==> config.mk <==
export PLATFORM = sky130hd
export DESIGN_NAME = jtag_tap_multi_dr
export DESIGN_NICKNAME = d
export VERILOG_FILES = /design/src/rtl/jtag_pkg.sv /design/src/rtl/jtag_tap_fsm.sv /design/src/rtl/jtag_tap_multi_dr.sv
export SDC_FILE = /design/constraint.sdc
export NUM_CORES = 1
export LEC_CHECK = 0
export BUFFER_PORTS_ARGS = -buffer_cell sky130_fd_sc_hd__buf_4
export CORE_ASPECT_RATIO = 1.75
export CORE_MARGIN = 2
export CORE_UTILIZATION = 25
export CTS_CLUSTER_DIAMETER = 60
export DETAILED_ROUTE_END_ITERATION = 6
export SYNTH_ARGS = -nofsm -noshare
export SYNTH_HDL_FRONTEND = slang
export SYNTH_SLANG_ARGS = --single-unit
==> constraint.sdc <==
create_clock -name TCK -period 2.9 [get_ports TCK]
set_clock_uncertainty 0.15 [all_clocks]
set_input_delay 0.145 -clock TCK [delete_from_list [all_inputs] [get_ports TCK]]
set_output_delay 0.145 -clock TCK [all_outputs]
set_load 0.1 [all_outputs]
==> src/rtl/jtag_pkg.sv <==
// Shared types and constants for the JTAG test access port.
package jtag_pkg;

    typedef enum logic [3:0] {
        TLR    = 4'hF,
        RTI    = 4'hC,
        SEL_DR = 4'h7,
        CAP_DR = 4'h6,
        SH_DR  = 4'h2,
        EX1_DR = 4'h1,
        PAU_DR = 4'h3,
        EX2_DR = 4'h0,
        UPD_DR = 4'h5,
        SEL_IR = 4'h4,
        CAP_IR = 4'hE,
        SH_IR  = 4'hA,
        EX1_IR = 4'h9,
        PAU_IR = 4'hB,
        EX2_IR = 4'h8,
        UPD_IR = 4'hD
    } tap_state_t;

    // Fixed pattern loaded into the IR shift stage in CAP_IR (LSB first: 1, 0, ...)
    localparam logic [1:0] IR_CAPTURE = 2'b01;

    localparam int BYPASS_LEN = 1;
    localparam int IDCODE_LEN = 32;

endpackage

==> src/rtl/jtag_tap_fsm.sv <==
// 16-state TAP controller with decoded per-state strobes.
//
// state  | meaning
// -------+-------------------------------------------
// TLR    | test-logic-reset, IR forced to IDCODE
// RTI    | run-test/idle
// SEL_DR | select DR scan
// CAP_DR | capture selected DR
// SH_DR  | shift selected DR
// EX1_DR | exit1 DR
// PAU_DR | pause DR, contents held
// EX2_DR | exit2 DR
// UPD_DR | update selected DR
// SEL_IR | select IR scan
// CAP_IR | capture IR pattern
// SH_IR  | shift IR
// EX1_IR | exit1 IR
// PAU_IR | pause IR, contents held
// EX2_IR | exit2 IR
// UPD_IR | update IR
module jtag_tap_fsm
    import jtag_pkg::*;
(
    input  logic tck,
    input  logic trst_n,
    input  logic tms,
    output logic tlr,
    output logic cap_ir,
    output logic sh_ir,
    output logic upd_ir,
    output logic cap_dr,
    output logic sh_dr,
    output logic upd_dr
);

    tap_state_t state;
    tap_state_t state_next;

    // State register, reset lands in TLR
    always_ff @(posedge tck or negedge trst_n) begin
        if (!trst_n) begin
            state <= TLR;
        end else begin
            state <= state_next;
        end
    end

    // Next-state transitions on TMS and decoded strobes
    always_comb begin
        state_next = state;
        case (state)
            TLR:     state_next = tms ? TLR    : RTI;
            RTI:     state_next = tms ? SEL_DR : RTI;
            SEL_DR:  state_next = tms ? SEL_IR : CAP_DR;
            CAP_DR:  state_next = tms ? EX1_DR : SH_DR;
            SH_DR:   state_next = tms ? EX1_DR : SH_DR;
            EX1_DR:  state_next = tms ? UPD_DR : PAU_DR;
            PAU_DR:  state_next = tms ? EX2_DR : PAU_DR;
            EX2_DR:  state_next = tms ? UPD_DR : SH_DR;
            UPD_DR:  state_next = tms ? SEL_DR : RTI;
            SEL_IR:  state_next = tms ? TLR    : CAP_IR;
            CAP_IR:  state_next = tms ? EX1_IR : SH_IR;
            SH_IR:   state_next = tms ? EX1_IR : SH_IR;
            EX1_IR:  state_next = tms ? UPD_IR : PAU_IR;
            PAU_IR:  state_next = tms ? EX2_IR : PAU_IR;
            EX2_IR:  state_next = tms ? UPD_IR : SH_IR;
            UPD_IR:  state_next = tms ? SEL_DR : RTI;
            default: state_next = TLR;
        endcase

        // tlr flags the edge that enters (or stays in) TLR so the IR resets with it
        tlr    = (state_next == TLR);
        cap_ir = (state == CAP_IR);
        sh_ir  = (state == SH_IR);
        upd_ir = (state == UPD_IR);
        cap_dr = (state == CAP_DR);
        sh_dr  = (state == SH_DR);
        upd_dr = (state == UPD_DR);
    end

endmodule

==> src/rtl/jtag_tap_multi_dr.sv <==
// JTAG TAP: controller, instruction register, BYPASS/IDCODE/user TDR bank
// and negedge-timed TDO output.
module jtag_tap_multi_dr
    import jtag_pkg::*;
#(
    parameter int              IR_W         = 5,
    parameter int              DR_W         = 8,
    parameter int              NUM_TDR      = 4,
    parameter logic [31:0]     IDCODE_VAL   = 32'h1000_0001,
    parameter logic [IR_W-1:0] OP_IDCODE    = IR_W'(1),
    parameter logic [IR_W-1:0] OP_USER_BASE = IR_W'(2)
) (
    input  logic                    TCK,
    input  logic                    TRST_N,
    input  logic                    TMS,
    input  logic                    TDI,
    output logic                    TDO,
    output logic                    TDO_EN,
    output logic [IR_W-1:0]         IR_OUT,
    input  logic [NUM_TDR*DR_W-1:0] TDR_CAP,
    output logic [NUM_TDR*DR_W-1:0] TDR_OUT,
    output logic [NUM_TDR-1:0]      TDR_UPD
);

    logic tlr, cap_ir, sh_ir, upd_ir, cap_dr, sh_dr, upd_dr;

    logic [IR_W-1:0]       ir;
    logic [IR_W-1:0]       ir_sh;
    logic                  byp_sh;
    logic [IDCODE_LEN-1:0] id_sh;
    logic [DR_W-1:0]       tdr_sh;

    logic [IR_W-1:0]       tdr_idx;
    logic                  sel_id;
    logic                  sel_tdr;
    logic [NUM_TDR-1:0]    tdr_oh;
    logic [DR_W-1:0]       cap_val;
    logic                  dr_lsb;

    logic [NUM_TDR*DR_W-1:0] tdr_out;
    logic [NUM_TDR-1:0]      tdr_upd;
    logic                    tdo_q;
    logic                    tdo_en_q;

    jtag_tap_fsm u_fsm (
        .tck    (TCK),
        .trst_n (TRST_N),
        .tms    (TMS),
        .tlr    (tlr),
        .cap_ir (cap_ir),
        .sh_ir  (sh_ir),
        .upd_ir (upd_ir),
        .cap_dr (cap_dr),
        .sh_dr  (sh_dr),
        .upd_dr (upd_dr)
    );

    // DR select from the updated IR only; anything unrecognised is BYPASS
    always_comb begin
        tdr_idx = ir - OP_USER_BASE;
        sel_id  = (ir == OP_IDCODE);
        sel_tdr = !sel_id && (ir != '1) && (ir >= OP_USER_BASE)
                  && ({1'b0, tdr_idx} < (IR_W+1)'(NUM_TDR));
        tdr_oh  = '0;
        cap_val = '0;
        for (int k = 0; k < NUM_TDR; k++) begin
            if (sel_tdr && (tdr_idx == IR_W'(k))) begin
                tdr_oh[k] = 1'b1;
                cap_val   = TDR_CAP[k*DR_W +: DR_W];
            end
        end
        dr_lsb = sel_id ? id_sh[0] : (sel_tdr ? tdr_sh[0] : byp_sh);
    end

    // Instruction shift stage and updated instruction
    always_ff @(posedge TCK or negedge TRST_N) begin
        if (!TRST_N) begin
            ir_sh <= '0;
            ir    <= OP_IDCODE;
        end else begin
            if (cap_ir) begin
                ir_sh <= IR_W'(IR_CAPTURE);
            end else if (sh_ir) begin
                ir_sh <= IR_W'({TDI, ir_sh} >> 1);
            end
            if (tlr) begin
                ir <= OP_IDCODE;
            end else if (upd_ir) begin
                ir <= ir_sh;
            end
        end
    end

    // Data-register shift stages; one TDR stage is shared since only one is selected
    always_ff @(posedge TCK or negedge TRST_N) begin
        if (!TRST_N) begin
            byp_sh <= 1'b0;
            id_sh  <= '0;
            tdr_sh <= '0;
        end else if (cap_dr) begin
            byp_sh <= 1'b0;
            if (sel_id) begin
                id_sh <= IDCODE_VAL;
            end
            if (sel_tdr) begin
                tdr_sh <= cap_val;
            end
        end else if (sh_dr) begin
            if (sel_id) begin
                id_sh <= IDCODE_LEN'({TDI, id_sh} >> 1);
            end else if (sel_tdr) begin
                tdr_sh <= DR_W'({TDI, tdr_sh} >> 1);
            end else begin
                byp_sh <= TDI;
            end
        end
    end

    // TDR parallel outputs and single-cycle update strobes
    always_ff @(posedge TCK or negedge TRST_N) begin
        if (!TRST_N) begin
            tdr_out <= '0;
            tdr_upd <= '0;
        end else begin
            tdr_upd <= '0;
            if (upd_dr) begin
                for (int k = 0; k < NUM_TDR; k++) begin
                    if (tdr_oh[k]) begin
                        tdr_out[k*DR_W +: DR_W] <= tdr_sh;
                    end
                end
                tdr_upd <= tdr_oh;
            end
        end
    end

    // TDO launched on falling TCK so it is stable for the next rising-edge sample
    always_ff @(negedge TCK or negedge TRST_N) begin
        if (!TRST_N) begin
            tdo_q    <= 1'b0;
            tdo_en_q <= 1'b0;
        end else begin
            tdo_en_q <= sh_ir | sh_dr;
            tdo_q    <= sh_ir ? ir_sh[0] : (sh_dr ? dr_lsb : 1'b0);
        end
    end

    assign TDO     = tdo_q;
    assign TDO_EN  = tdo_en_q;
    assign IR_OUT  = ir;
    assign TDR_OUT = tdr_out;
    assign TDR_UPD = tdr_upd;

endmodule
==> impl_metrics.yaml <==
status:
  outcome: "complete, but fails checks"
  violations: "negative setup slack"
setup_path:
  critPathTopFamily: "flip-flops"
  criticalPathCategory: "reg2reg"
  crit_required_ps: 1490
  critPathSlowestCell: "dfrtp_4"
  cp-start-kind: "register"
  worstSetupEndpointType: "register"
  path_max_fanout: 4
  cp_slowest_stage_delay_ps: 500
  worst_ep_arrival_time_ps: 1810
  critPathBufInv: 1
  path_cells: "inv_4, ha_4, and4b_2, a31o_4, a211oi_2, o31ai_1"
global_routing:
  grt_max_degree: 72
  grt_pass1_wl_um: 16200
  first_global_vias: 3214
  grtUsageTotal: 0.116
  gr-total-overflow: 0
  antenna_found_initial: 0
logic_synthesis:
  synth_top_cell_area_share: 0.511
  synth_cell_types: 52
  yosysTopAreaCell: "dfrtp_1"
  synth_edf_count: 0
  synthesis.instances: 380
  yosys_warnings: 0
  synth_seq_cells: 93
  netlist_area_mm2: 0.00421
  syn-num-nets: 417
  yosysSeqAreaShare: 0.554
  synthFlopType: "dfrtp_1"
  async_flop_share: 1.00
  ys_top_cells_by_area: "dfrtp_1, mux2_2, nand2_1"
  synth_area_per_cell_um2: 11.1
die:
  die_h_um: 176
  row_count: 62
  dieWidth_um: 102
  start_util: 0.256
  ioPinCount: 79
  coreArea_mm2: 0.0164
  die_area_mm2: 0.0179
place:
  port_buffers: 78
  dpl_cell_area_mm2: 0.00526
  gp_congestion: 0.788
  post-dp-hpwl_um: 7350
routing:
  vias: 3198
  firstDrtPassIters: 4
  route.detailed.drc: 0
  drt_wl_total_um: 10000
  ant_nets: 0
  viasPerCell: 4.50
  wire_per_inst_um: 14.1
  initialDrtViolationCount: 160
timing:
  fin_ws_ps: -327
  worst_pin_slew_ps: 889
  tns_ps: -327
  rsz0062_at_grt: "true"
  finalSetupViolCount: 1
  slew_viol_final: 0
  final_hold_viol_count: 0
  slew_headroom: 0.407
clock_network:
  clock-root-buffer: "clkbuf_16"
  cts_sinks: 93
  clk_latency_ps: 340
  clockBufferDepth: 2
  postCtsSetupRepairBufs: 0
  cts_tree: "yes"
  htreeDepth: 3
  path_clk_slew_ps: 70
  cts_buffers: 9
flow_run:
  cap_violations: 0
cells_and_area:
  final_nets: 518
  final_common_cell: "buf_4"
  insertedDiodeCount: 0
  drive_gt1_frac: 0.401
  syn_to_final_growth_pct: 32.6
  fin_area_mm2: 0.00559
  layout_common_cells: "buf_4, dfrtp_1, nand2_1"
  utilization: 0.340
worst_hold_path:
  worstHoldPathType: "in2reg"
pwr:
  power_density_mw_per_mm2: 810
  ir_drop_mv: 0.487
  p_leak_nw: 2.58
[routing by layer]
layer  share of wire  track usage  up-vias
met5               0            0        -
met4           0.013       0.0411        0
met3           0.064       0.0314        9
met2            0.52        0.206       97
met1            0.40        0.130     1543
li1                -            -     1549
[path summary, 6_finish.rpt]
path                              from           to  slack [ps]  depth (start not counted)
min                        TDR_CAP[29]    tdr_sh[5]          20                          4
max reg2reg                  IR_OUT[2]          TDO        -330                          6
min in group asynchronous       TRST_N  TDR_OUT[26]          80                          2
min reg2reg                   id_sh[5]     id_sh[5]         330                          2
max in group asynchronous       TRST_N          TDO         930                          2
max                          IR_OUT[2]          TDO        -330                          6
[final cells by class]
class                   count  area (µm²)
fillers                  1677       10900
flip-flops and latches     93        2340
multi-input cells         257        1780
repair buffers            113         856
well taps                 224         280
clock buffers               9         225
clock inverters             7        68.8
inverters                   7        31.3
[cells in the mapped netlist, drive strengths merged (5+ instances only)]
| master | number |
|---|---|
| dfrtp | 86 |
| nand2 | 73 |
| mux2 | 42 |
| o21ai | 42 |
| clkbuf | 19 |
| nand3 | 13 |
| a211oi | 8 |
| a211o | 7 |
| a22oi | 7 |
| a2bb2oi | 7 |
| inv | 7 |
| nor2 | 7 |
| a21oi | 6 |
| nand2b | 6 |
| dfstp | 5 |
[what timing repair did]
action,CTS,global route
endpoints found under the hold margin,24,0
hold buffers,3,0
gates resized for setup,1,1
endpoints found under the setup margin,1,1
cloned,0,0
[power breakdown]
| group | leakage (nW) | internal [mW] | total, mW | switching [mW] |
|---|---|---|---|---|
| Clock | 0.137 | 0.600 | 1.13 | 0.529 |
| Combinational | 1.18 | 0.640 | 1.73 | 1.09 |
| Sequential | 1.26 | 1.50 | 1.66 | 0.166 |
[tightest hold or removal path, stage by stage]
cell and delay (ps):
buf_4 110, nand3_1 60, a211o_1 110, a2bb2oi_1 50
[state kept, by name, summed over array words and instances (netlist names), 4 cells and up]
| name | flops |
|---|---|
| id_sh | 32 |
| ir_sh | 5 |
| IR_OUT | 5 |
| TDR_UPD | 4 |
| TDR_OUT | 32 |
| u_fsm.state | 4 |
| tdr_sh | 8 |
[through the flow]
step / setup slack, ps / std cells / hold slack (ps) / total power, mW
4_1_cts: -342 / 710 / 7.27 / 4.57
5_1_grt: -371 / 710 / 28.8 / 4.79
3_3_place_gp: -338 / 691 / -104 / 3.38
3_5_place_dp: -362 / 691 / -101 / 3.42
6_report: -327 / 710 / 17.9 / 4.53
2_1_floorplan: -595 / 380 / -301 / 2.83
[cell families after synthesis]
group | Yosys count | synth area share
fa+ha+maj | 1 | 0.00297
buf+inv | 30 | 0.0294
mux | 46 | 0.129
simple gates | 121 | 0.142
flops | 93 | 0.554
compound gates | 89 | 0.143
No activity file was read; power rests on OpenSTA's default activity.
